### src/rtl/sap_pkg.sv
// Shared constants for the SAP controller/sequencer: opcodes, control-word
// bit positions and the fixed control words emitted in each T-state.
package sap_pkg;

  localparam int OP_W   = 4;
  localparam int CON_W  = 12;
  localparam int RING_W = 6;

  // Opcodes (instruction register upper nibble)
  localparam logic [OP_W-1:0] OP_LDA = 4'h0;
  localparam logic [OP_W-1:0] OP_ADD = 4'h1;
  localparam logic [OP_W-1:0] OP_SUB = 4'h2;
  localparam logic [OP_W-1:0] OP_OUT = 4'hE;
  localparam logic [OP_W-1:0] OP_HLT = 4'hF;

  // Control-word bit positions, MSB first:
  // {Cp,Ep,Lm_bar,CE_bar,Li_bar,Ei_bar,La_bar,Ea,Su,Eu,Lb_bar,Lo_bar}
  localparam int CON_CP     = 11;
  localparam int CON_EP     = 10;
  localparam int CON_LM_BAR = 9;
  localparam int CON_CE_BAR = 8;
  localparam int CON_LI_BAR = 7;
  localparam int CON_EI_BAR = 6;
  localparam int CON_LA_BAR = 5;
  localparam int CON_EA     = 4;
  localparam int CON_SU     = 3;
  localparam int CON_EU     = 2;
  localparam int CON_LB_BAR = 1;
  localparam int CON_LO_BAR = 0;

  // Idle word: every active-low strobe high, every active-high strobe low
  localparam logic [CON_W-1:0] CW_NOP    = 12'h3E3;

  // Fetch cycle
  localparam logic [CON_W-1:0] CW_T1     = 12'h5E3;
  localparam logic [CON_W-1:0] CW_T2     = 12'hBE3;
  localparam logic [CON_W-1:0] CW_T3     = 12'h263;

  // Execute cycle
  localparam logic [CON_W-1:0] CW_LDA_T4 = 12'h1A3;
  localparam logic [CON_W-1:0] CW_LDA_T5 = 12'h2C3;
  localparam logic [CON_W-1:0] CW_LDA_T6 = 12'h3E3;
  localparam logic [CON_W-1:0] CW_ADD_T4 = 12'h1A3;
  localparam logic [CON_W-1:0] CW_ADD_T5 = 12'h2E1;
  localparam logic [CON_W-1:0] CW_ADD_T6 = 12'h3C7;
  localparam logic [CON_W-1:0] CW_SUB_T4 = 12'h1A3;
  localparam logic [CON_W-1:0] CW_SUB_T5 = 12'h2E1;
  localparam logic [CON_W-1:0] CW_SUB_T6 = 12'h3CF;
  localparam logic [CON_W-1:0] CW_OUT_T4 = 12'h3F2;

  // One-hot ring states, bit0 = T1
  localparam logic [RING_W-1:0] ST_T1 = 6'b000001;
  localparam logic [RING_W-1:0] ST_T2 = 6'b000010;
  localparam logic [RING_W-1:0] ST_T3 = 6'b000100;
  localparam logic [RING_W-1:0] ST_T4 = 6'b001000;
  localparam logic [RING_W-1:0] ST_T5 = 6'b010000;
  localparam logic [RING_W-1:0] ST_T6 = 6'b100000;

endpackage

### src/rtl/sap_controller_sequencer_if.sv
// Controller-side bus bundle: opcode in, control word / halt / ring state out.
interface sap_controller_sequencer_if #(
  parameter int OP_WIDTH = 4
) ();
  logic [OP_WIDTH-1:0] opcode;
  logic [11:0]         con;
  logic                hlt;
  logic [5:0]          t_state;

  modport master (input opcode, output con, output hlt, output t_state);
  modport slave  (output opcode, input con, input hlt, input t_state);
endinterface

### src/rtl/sap_ring_counter.sv
// Six-state one-hot ring counter. Any non-one-hot value falls back to T1 on
// the next edge so an upset cannot leave the sequencer stuck.
module sap_ring_counter
  import sap_pkg::*;
#(
  parameter int T_STATES = 6
) (
  input  logic                clk,
  input  logic                rst,
  input  logic                i_hold,
  output logic [T_STATES-1:0] o_ring
);

  logic [T_STATES-1:0] r_ring;
  logic                w_legal;

  // Legal means exactly one bit set
  always_comb begin
    w_legal = $onehot(r_ring);
  end

  // Advance, hold, or recover the ring on every rising edge
  always_ff @(posedge clk) begin
    if (rst || !w_legal) begin
      r_ring <= T_STATES'(1);
    end else if (!i_hold) begin
      r_ring <= {r_ring[T_STATES-2:0], r_ring[T_STATES-1]};
    end
  end

  assign o_ring = r_ring;

endmodule

### src/rtl/sap_controller_sequencer.sv
// SAP bus-master controller: one-hot T1..T6 ring plus combinational decode
// of (ring, opcode, halted) into the 12-bit strobe word, and a sticky halt.
module sap_controller_sequencer
  import sap_pkg::*;
#(
  parameter int OP_WIDTH = 4,
  parameter int T_STATES = 6
) (
  input  logic                       clk,
  input  logic                       rst,
  sap_controller_sequencer_if.master bus
);

  logic [T_STATES-1:0] w_ring;
  logic [OP_WIDTH-1:0] w_opcode;
  logic                w_hlt_now;
  logic                w_hold;
  logic [CON_W-1:0]    w_con;
  logic                r_halted;

  assign w_opcode  = bus.opcode;
  // HLT decoded in T4 freezes the ring in T4 immediately, then the flop keeps it there
  assign w_hlt_now = (w_ring == ST_T4) && (w_opcode == OP_HLT);
  assign w_hold    = r_halted || w_hlt_now;

  sap_ring_counter #(
    .T_STATES (T_STATES)
  ) u_ring (
    .clk    (clk),
    .rst    (rst),
    .i_hold (w_hold),
    .o_ring (w_ring)
  );

  // Sticky halt: set at the end of T4 of HLT, cleared only by reset
  always_ff @(posedge clk) begin
    if (rst) begin
      r_halted <= 1'b0;
    end else if (w_hlt_now) begin
      r_halted <= 1'b1;
    end
  end

  // Decode ring state (and opcode during execute) into the control word
  always_comb begin
    w_con = CW_NOP;
    if (!rst && !r_halted) begin
      case (w_ring)
        ST_T1: w_con = CW_T1;
        ST_T2: w_con = CW_T2;
        ST_T3: w_con = CW_T3;
        ST_T4: begin
          case (w_opcode)
            OP_LDA:  w_con = CW_LDA_T4;
            OP_ADD:  w_con = CW_ADD_T4;
            OP_SUB:  w_con = CW_SUB_T4;
            OP_OUT:  w_con = CW_OUT_T4;
            default: w_con = CW_NOP;
          endcase
        end
        ST_T5: begin
          case (w_opcode)
            OP_LDA:  w_con = CW_LDA_T5;
            OP_ADD:  w_con = CW_ADD_T5;
            OP_SUB:  w_con = CW_SUB_T5;
            default: w_con = CW_NOP;
          endcase
        end
        ST_T6: begin
          case (w_opcode)
            OP_LDA:  w_con = CW_LDA_T6;
            OP_ADD:  w_con = CW_ADD_T6;
            OP_SUB:  w_con = CW_SUB_T6;
            default: w_con = CW_NOP;
          endcase
        end
        default: w_con = CW_NOP;
      endcase
    end
  end

  assign bus.con     = w_con;
  assign bus.hlt     = r_halted && !rst;
  assign bus.t_state = w_ring;

endmodule

### src/flat_wrapper.sv
// flat-port wrapper written by rule: the top's interface ports become plain ports
module sap_controller_sequencer_flat import sap_pkg::*;
#(
  parameter int OP_WIDTH = 4,
  parameter int T_STATES = 6
)
  (clk, rst, bus_opcode, bus_con, bus_hlt, bus_t_state);
  sap_controller_sequencer_if #(.OP_WIDTH(OP_WIDTH)) bus_i ();
  input  logic clk;
  input  logic rst;
  input wire logic [$bits(bus_i.opcode)-1:0] bus_opcode;
  output wire logic [$bits(bus_i.con)-1:0] bus_con;
  output wire logic [$bits(bus_i.hlt)-1:0] bus_hlt;
  output wire logic [$bits(bus_i.t_state)-1:0] bus_t_state;
  assign bus_i.opcode = bus_opcode;
  assign bus_con = bus_i.con;
  assign bus_hlt = bus_i.hlt;
  assign bus_t_state = bus_i.t_state;
  sap_controller_sequencer #(.OP_WIDTH(OP_WIDTH), .T_STATES(T_STATES)) u_core (.clk(clk), .rst(rst), .bus(bus_i));
endmodule
### config.mk
export PLATFORM = sky130hd
export DESIGN_NAME = sap_controller_sequencer_flat
export DESIGN_NICKNAME = d
export VERILOG_FILES = /design/src/rtl/sap_pkg.sv /design/src/rtl/sap_controller_sequencer_if.sv /design/src/rtl/sap_ring_counter.sv /design/src/rtl/sap_controller_sequencer.sv /design/src/flat_wrapper.sv
export SDC_FILE = /design/constraint.sdc
export NUM_CORES = 1
export LEC_CHECK = 0
export CORE_AREA = 2 2 39 41
export CTS_CLUSTER_SIZE = 12
export DETAILED_ROUTE_END_ITERATION = 7
export DIE_AREA = 0 0 41 43
export DONT_BUFFER_PORTS = 1
export GPL_ROUTABILITY_DRIVEN = 0
export PLACE_DENSITY_LB_ADDON = 0.1
export SLEW_MARGIN = 15
export SYNTH_ARGS = -nofsm -noshare
export SYNTH_HDL_FRONTEND = slang
export SYNTH_SLANG_ARGS = --single-unit
### constraint.sdc
create_clock -name clk -period 6.8 [get_ports clk]
set_input_delay 1.02 -clock clk [delete_from_list [all_inputs] [get_ports clk]]
set_output_delay 1.02 -clock clk [all_outputs]
set_load 0.02 [all_outputs]
=== Yosys cells after proc, flatten, opt, wreduce, memory -nomap -nowiden ===
Index checks and enable logic that the tools add are counted.

* Register bits: 7
* Input port bits: 6
* Word-level logic and storage cells: 34

* $add $sub $neg: 5
* Equal/unequal tests: 11
* Multiplexer cells: 5
* Reduce and logical (&&, ||, !) cells: 11

{| class="wikitable"
|+ Operator list
! operator !! count
|-
| case mux 12 bit (6 select lines) || 1
|-
| case mux 10 bit (2 select lines) || 1
|-
| case mux 9 bit (2 select lines) || 1
|-
| 2-to-1 mux 12 bit || 1
|-
| case mux 6 bit (2 select lines) || 1
|-
| == test 4 bit (second input constant) || 2
|-
| adder 1 x 1 -> 2 bit || 3
|-
| adder 3 x 2 -> 3 bit || 2
|-
| == test 6 x 1 -> 1 bit (second input constant) || 1
|-
| == test 6 x 2 -> 1 bit (second input constant) || 1
|-
| == test 6 x 3 -> 1 bit (second input constant) || 1
|-
| == test 6 x 4 -> 1 bit (second input constant) || 1
|-
| == test 6 x 5 -> 1 bit (second input constant) || 1
|-
| == test 6 bit (second input constant) || 1
|-
| == test 4 x 1 -> 1 bit (second input constant) || 1
|-
| == test 4 x 2 -> 1 bit (second input constant) || 1
|-
| logical NOT 4 bit || 1
|-
| == test 3 x 1 -> 1 bit (second input constant) || 1
|-
| logical AND 1 bit || 3
|-
| logical NOT 1 bit || 3
|-
| OR reduction 3 bit || 1
|-
| logical OR 1 bit || 2
|-
| OR reduction 2 bit || 1
|}

=== Longest topological paths before layout ===
* Word-level depth: 6
* Mapped depth: 11
* Depth with buffers taken out: 10

=== By module ===
From an unflattened synthesis, not the netlist that was laid out.

* Cell total of the unflattened synthesis: 91
* Area total of the unflattened synthesis: 726.9 µm²

{| class="wikitable"
|+ By module, submodules not included
! module !! times used !! cells each !! area an instance (µm²) !! sequential area each (µm²)
|-
| sap_controller_sequencer || 1 || 58 || 401.6 || 20.0
|-
| sap_ring_counter || 1 || 33 || 325.3 || 120.1
|}

=== Worst setup path before layout ===
Ideal clock, no wire load.

* Kind: reg2reg
* From: register u_core.u_ring.r_ring[0], in the netlist u_core.u_ring.o_ring[0]
* To: register u_core.u_ring.r_ring[0], in the netlist u_core.u_ring.o_ring[0]
* Setup time: 0.127 ns
* Data arrival time: 2.982 ns
* Path slack: 3.690 ns
* Stages on the path, launching flop included: 12
* Buffers on the path: 1
* Cell sequence: dfxtp_1 inv_1 ha_1 inv_1 fa_1 fa_1 inv_1 fa_1 or4_1 clkbuf_1 a21oi_1 o21ai_0

* Cells in the longest elaborated chain, start to end: 6

{| class="wikitable"
|+ Ends and longest elaborated chain
! item !! line !! source
|-
| start: declaration || sap_ring_counter.sv:14 || <nowiki>logic [T_STATES-1:0] r_ring;</nowiki>
|-
| start signal: assignment || sap_ring_counter.sv:27 || <nowiki>r_ring <= {r_ring[T_STATES-2:0], r_ring[T_STATES-1]};</nowiki>
|-
| adder 1 x 1 -> 2 bit (not written as such) || sap_ring_counter.sv:19 || <nowiki>w_legal = $onehot(r_ring);</nowiki>
|-
| adder 3 x 2 -> 3 bit (not written as such) (2 in series) || sap_ring_counter.sv:19 ||
|-
| == test 3 x 1 -> 1 bit || sap_ring_counter.sv:19 ||
|-
| logical NOT 1 bit || sap_ring_counter.sv:24 || <nowiki>if (rst || !w_legal) begin</nowiki>
|-
| logical OR 1 bit || sap_ring_counter.sv:24 ||
|}

Several ways; a longest one is shown, not always the timed one.
A chain may end at the register's enable or synchronous reset.

=== Worst setup path after layout ===
* From: register u_core.u_ring.r_ring[1], in the netlist u_core.u_ring.o_ring[1]
* To: register u_core.u_ring.r_ring[0], in the netlist u_core.u_ring.o_ring[0]

Same word-level chain as after synthesis.

==> flow_summary.yaml <==
synth:
  yosysWarningCount: 0
  synth_compound_gate_area_share_pct: 14.6
  ys_types: 39
  synth_cells: 88
  syn-num-nets: 101
  synth_seq_cells: 7
  synth_area_sq_um: 692
  synth_xor_area_share_pct: 2.53
  synthSimpleGateAreaFrac_pct: 31.5
  synth_top_family_by_area: "simple AND/OR/NAND/NOR gates"
  synthAdderAreaFrac_pct: 15.9
  synth_mux_area_share_pct: 2.89
  ys_seq_area_share_pct: 20.3
  synth_area_per_cell_sq_um: 7.86
power:
  leakage_uw: 0.000295
  powerDensity_nw_per_um2: 280
  max-vdd-ir-drop_v: 0.000192
  power_uw: 196
worst_setup_path:
  slowest_delay_ns: 0.65
  crit_fanout: 6
  critPathLaunchType: "register"
  crit_path_end_kind: "register"
  timing.critical_path.buf_inv: 3
  cp_data_required_time_ns: 6.92
  critPathSlowestCell: "or4_1"
  arrival_ns: 3.41
  crit_chain: "inv_1 > ha_1 > inv_1 > fa_1 > fa_1 > inv_1 > fa_1 > or4_1 > a21oi_1 > o21ai_0"
  cp_top_family: "adder cells"
  worst-setup-path-type: "reg -> reg"
die:
  die_w_microns: 41
  initial_utilization_pct: 50.0
  die_area_sq_um: 1760
  die_h_microns: 43
  num_rows: 14
  core_sq_um: 1380
  io_pins: 25
cells_and_area:
  diodes: 0
  drive_above_1_share_pct: 9.30
  stdcell_count: 102
  fin_nets: 100
  fin_area_sq_um: 698
  area_growth_pct: 0.904
  layout_commonest_cell: "inv_1"
  layout_common_cells: "inv_1 (11), nor2_1 (10), dfxtp_1 (7)"
run:
  cap_viol_max_count: 0
place:
  post_dp_cell_area_sq_um: 672
  dp_hpwl_microns: 1140
  portBuffers: 0
  dp.cells: 98
sta:
  layout_min_cycle_time_ns: 3.29
  maxSlewHeadroom_pct: 40.4
  fin_worst_skew_ns: 0.00431
  worst_slew_pin_slew_ns: 0.886
  rsz0062_at_grt: "false"
  maxSlewViolCount: 0
  finalSetupTns_ns: 0
  setup_viol: 0
  finalHoldViolCount: 0
  post-route-period-util_pct: 48.3
  fmax_ghz: 0.304
  whs_ns: 0.590
cts:
  hold_buffers: 0
  cts_setup_buffers: 0
  clkSinkCount: 7
  h-tree-depth: 1
  clkTransAtPathRegs_ns: 0.05
  root_buffer: "clkbuf_4"
  cts_buffer_depth: 2
  insertion_delay_ns: 0.25
  cts_tree: "built"
  cts-buffers-inserted: 3
  cts.repair.resized: 0
drt:
  postRouteWirelength_microns: 1500
  via_per_inst: 5.98
  drt_iter0_drc: 12
  drc: 0
  drtPass1Iterations: 6
  dr_total_vias: 610
  antenna_left: 0
  avgRoutedWirePerCell_microns: 14.7
grt:
  antenna_found_initial: 0
  grt_max_degree: 12
  overflow: 0
  groute.usage.overall_pct: 18.7
  grt_first_pass_wirelength_microns: 2270
  grt_pass1_vias: 565
min_path:
  hp-class: "reg -> reg"
outcome:
  status: "complete, no violations"
==> registers in the layout (all words and copies together), names as in the netlist <==
name                  count
u_core.r_halted           1
u_core.u_ring.o_ring      6
==> tightest hold or removal path, cell delays in order (launching register included) <==
cell	delay, ns
dfxtp_1	0.38
nand2_1	0.10
a21oi_1	0.06
==> area by class of cell <==
class	count	area [sq um]
clock buffers	4	26.3
fillers	150	686
inverters	12	45.0
multi-input cells	63	467
flip-flops and latches	7	140
well taps	16	20.0
==> metal layers <==
| layer | track usage [%] | up-vias | part of all wire [%] |
|---|---|---|---|
| li1 | - | 301 | - |
| met4 | 4.00 | 0 | 0 |
| met5 | 0 | - | 0 |
| met1 | 22.0 | 290 | 46 |
| met2 | 30.3 | 19 | 47 |
| met3 | 7.85 | 0 | 6.3 |
==> final timing paths <==
path / from / slack, ns / cells after the start / to
setup reg to reg: u_core.u_ring.o_ring[1] / 3.51 / 10 / u_core.u_ring.o_ring[0]
setup / recovery: u_core.u_ring.o_ring[1] / 3.51 / 10 / u_core.u_ring.o_ring[0]
hold / removal: u_core.r_halted / 0.59 / 2 / u_core.u_ring.o_ring[2]
hold reg to reg: u_core.r_halted / 0.59 / 2 / u_core.u_ring.o_ring[2]
==> logic make-up (layout without fill, tap and decap cells) <==
| kind of cell | count (synthesis) | in the layout |
|---|---|---|
| buffers and inverters | 18 | 16 |
| and+or+nand+nor | 36 | 36 |
| AOI/OAI and AO/OA | 16 | 16 |
| muxes | 2 | 2 |
| xor gates and xnor gates | 2 | 2 |
| DFF | 7 | 7 |
| adders and majority gates | 7 | 7 |
==> where the power goes <==
| part | internal, uW | leakage, uW | switching [uW] |
|---|---|---|---|
| clock network | 22.4 | 0.0000150 | 15.0 |
| registers | 47.9 | 0.0000570 | 21.5 |
| logic | 35.4 | 0.000223 | 53.4 |
==> through the flow <==
step / utilization [%] / setup slack (ns)
floorplan: - / 3.69
global placement: 48.6 / 3.50
detailed placement: 48.6 / 3.49
CTS: 50.5 / 3.48
global route: 50.5 / 3.28
finish: 50.5 / 3.51
==> cell usage after synthesis <==
library cell / number / share of area (%)
inv_1: 11 / 6.0
a31oi_1: 1 / 0.90
and2_1: 1 / 0.90
o22ai_1: 1 / 0.90
nand3_1: 4 / 2.9
a21oi_1: 3 / 2.2
o21bai_1: 1 / 1.1
nor2_1: 10 / 5.4
and3_1: 2 / 1.8
fa_1: 3 / 8.7
nor2b_1: 1 / 0.90
a211o_1: 1 / 1.3
or3_1: 1 / 0.90
nand2b_1: 1 / 0.90
nand4b_1: 1 / 1.3
dfxtp_1: 7 / 20
o32ai_1: 1 / 1.3
buf_6: 2 / 3.3
a32oi_1: 1 / 1.3
nor4_1: 2 / 1.8
buf_2: 2 / 1.4
ha_1: 4 / 7.2
nor3_1: 2 / 1.4
o21ai_0: 5 / 3.6
mux2i_1: 2 / 2.9
or4_4: 1 / 1.6
and4_1: 1 / 1.3
clkbuf_1: 2 / 1.1
nand4_1: 2 / 1.8
or4_1: 1 / 1.1
xor2_1: 1 / 1.3
nand2_1: 2 / 1.1
xnor2_1: 1 / 1.3
a211oi_1: 2 / 2.2
inv_2: 1 / 0.54
nor4b_4: 1 / 3.4
or2b_1: 1 / 1.1
or2_2: 1 / 0.90
nand2_2: 1 / 0.90
(Power assumes the default switching activity.)
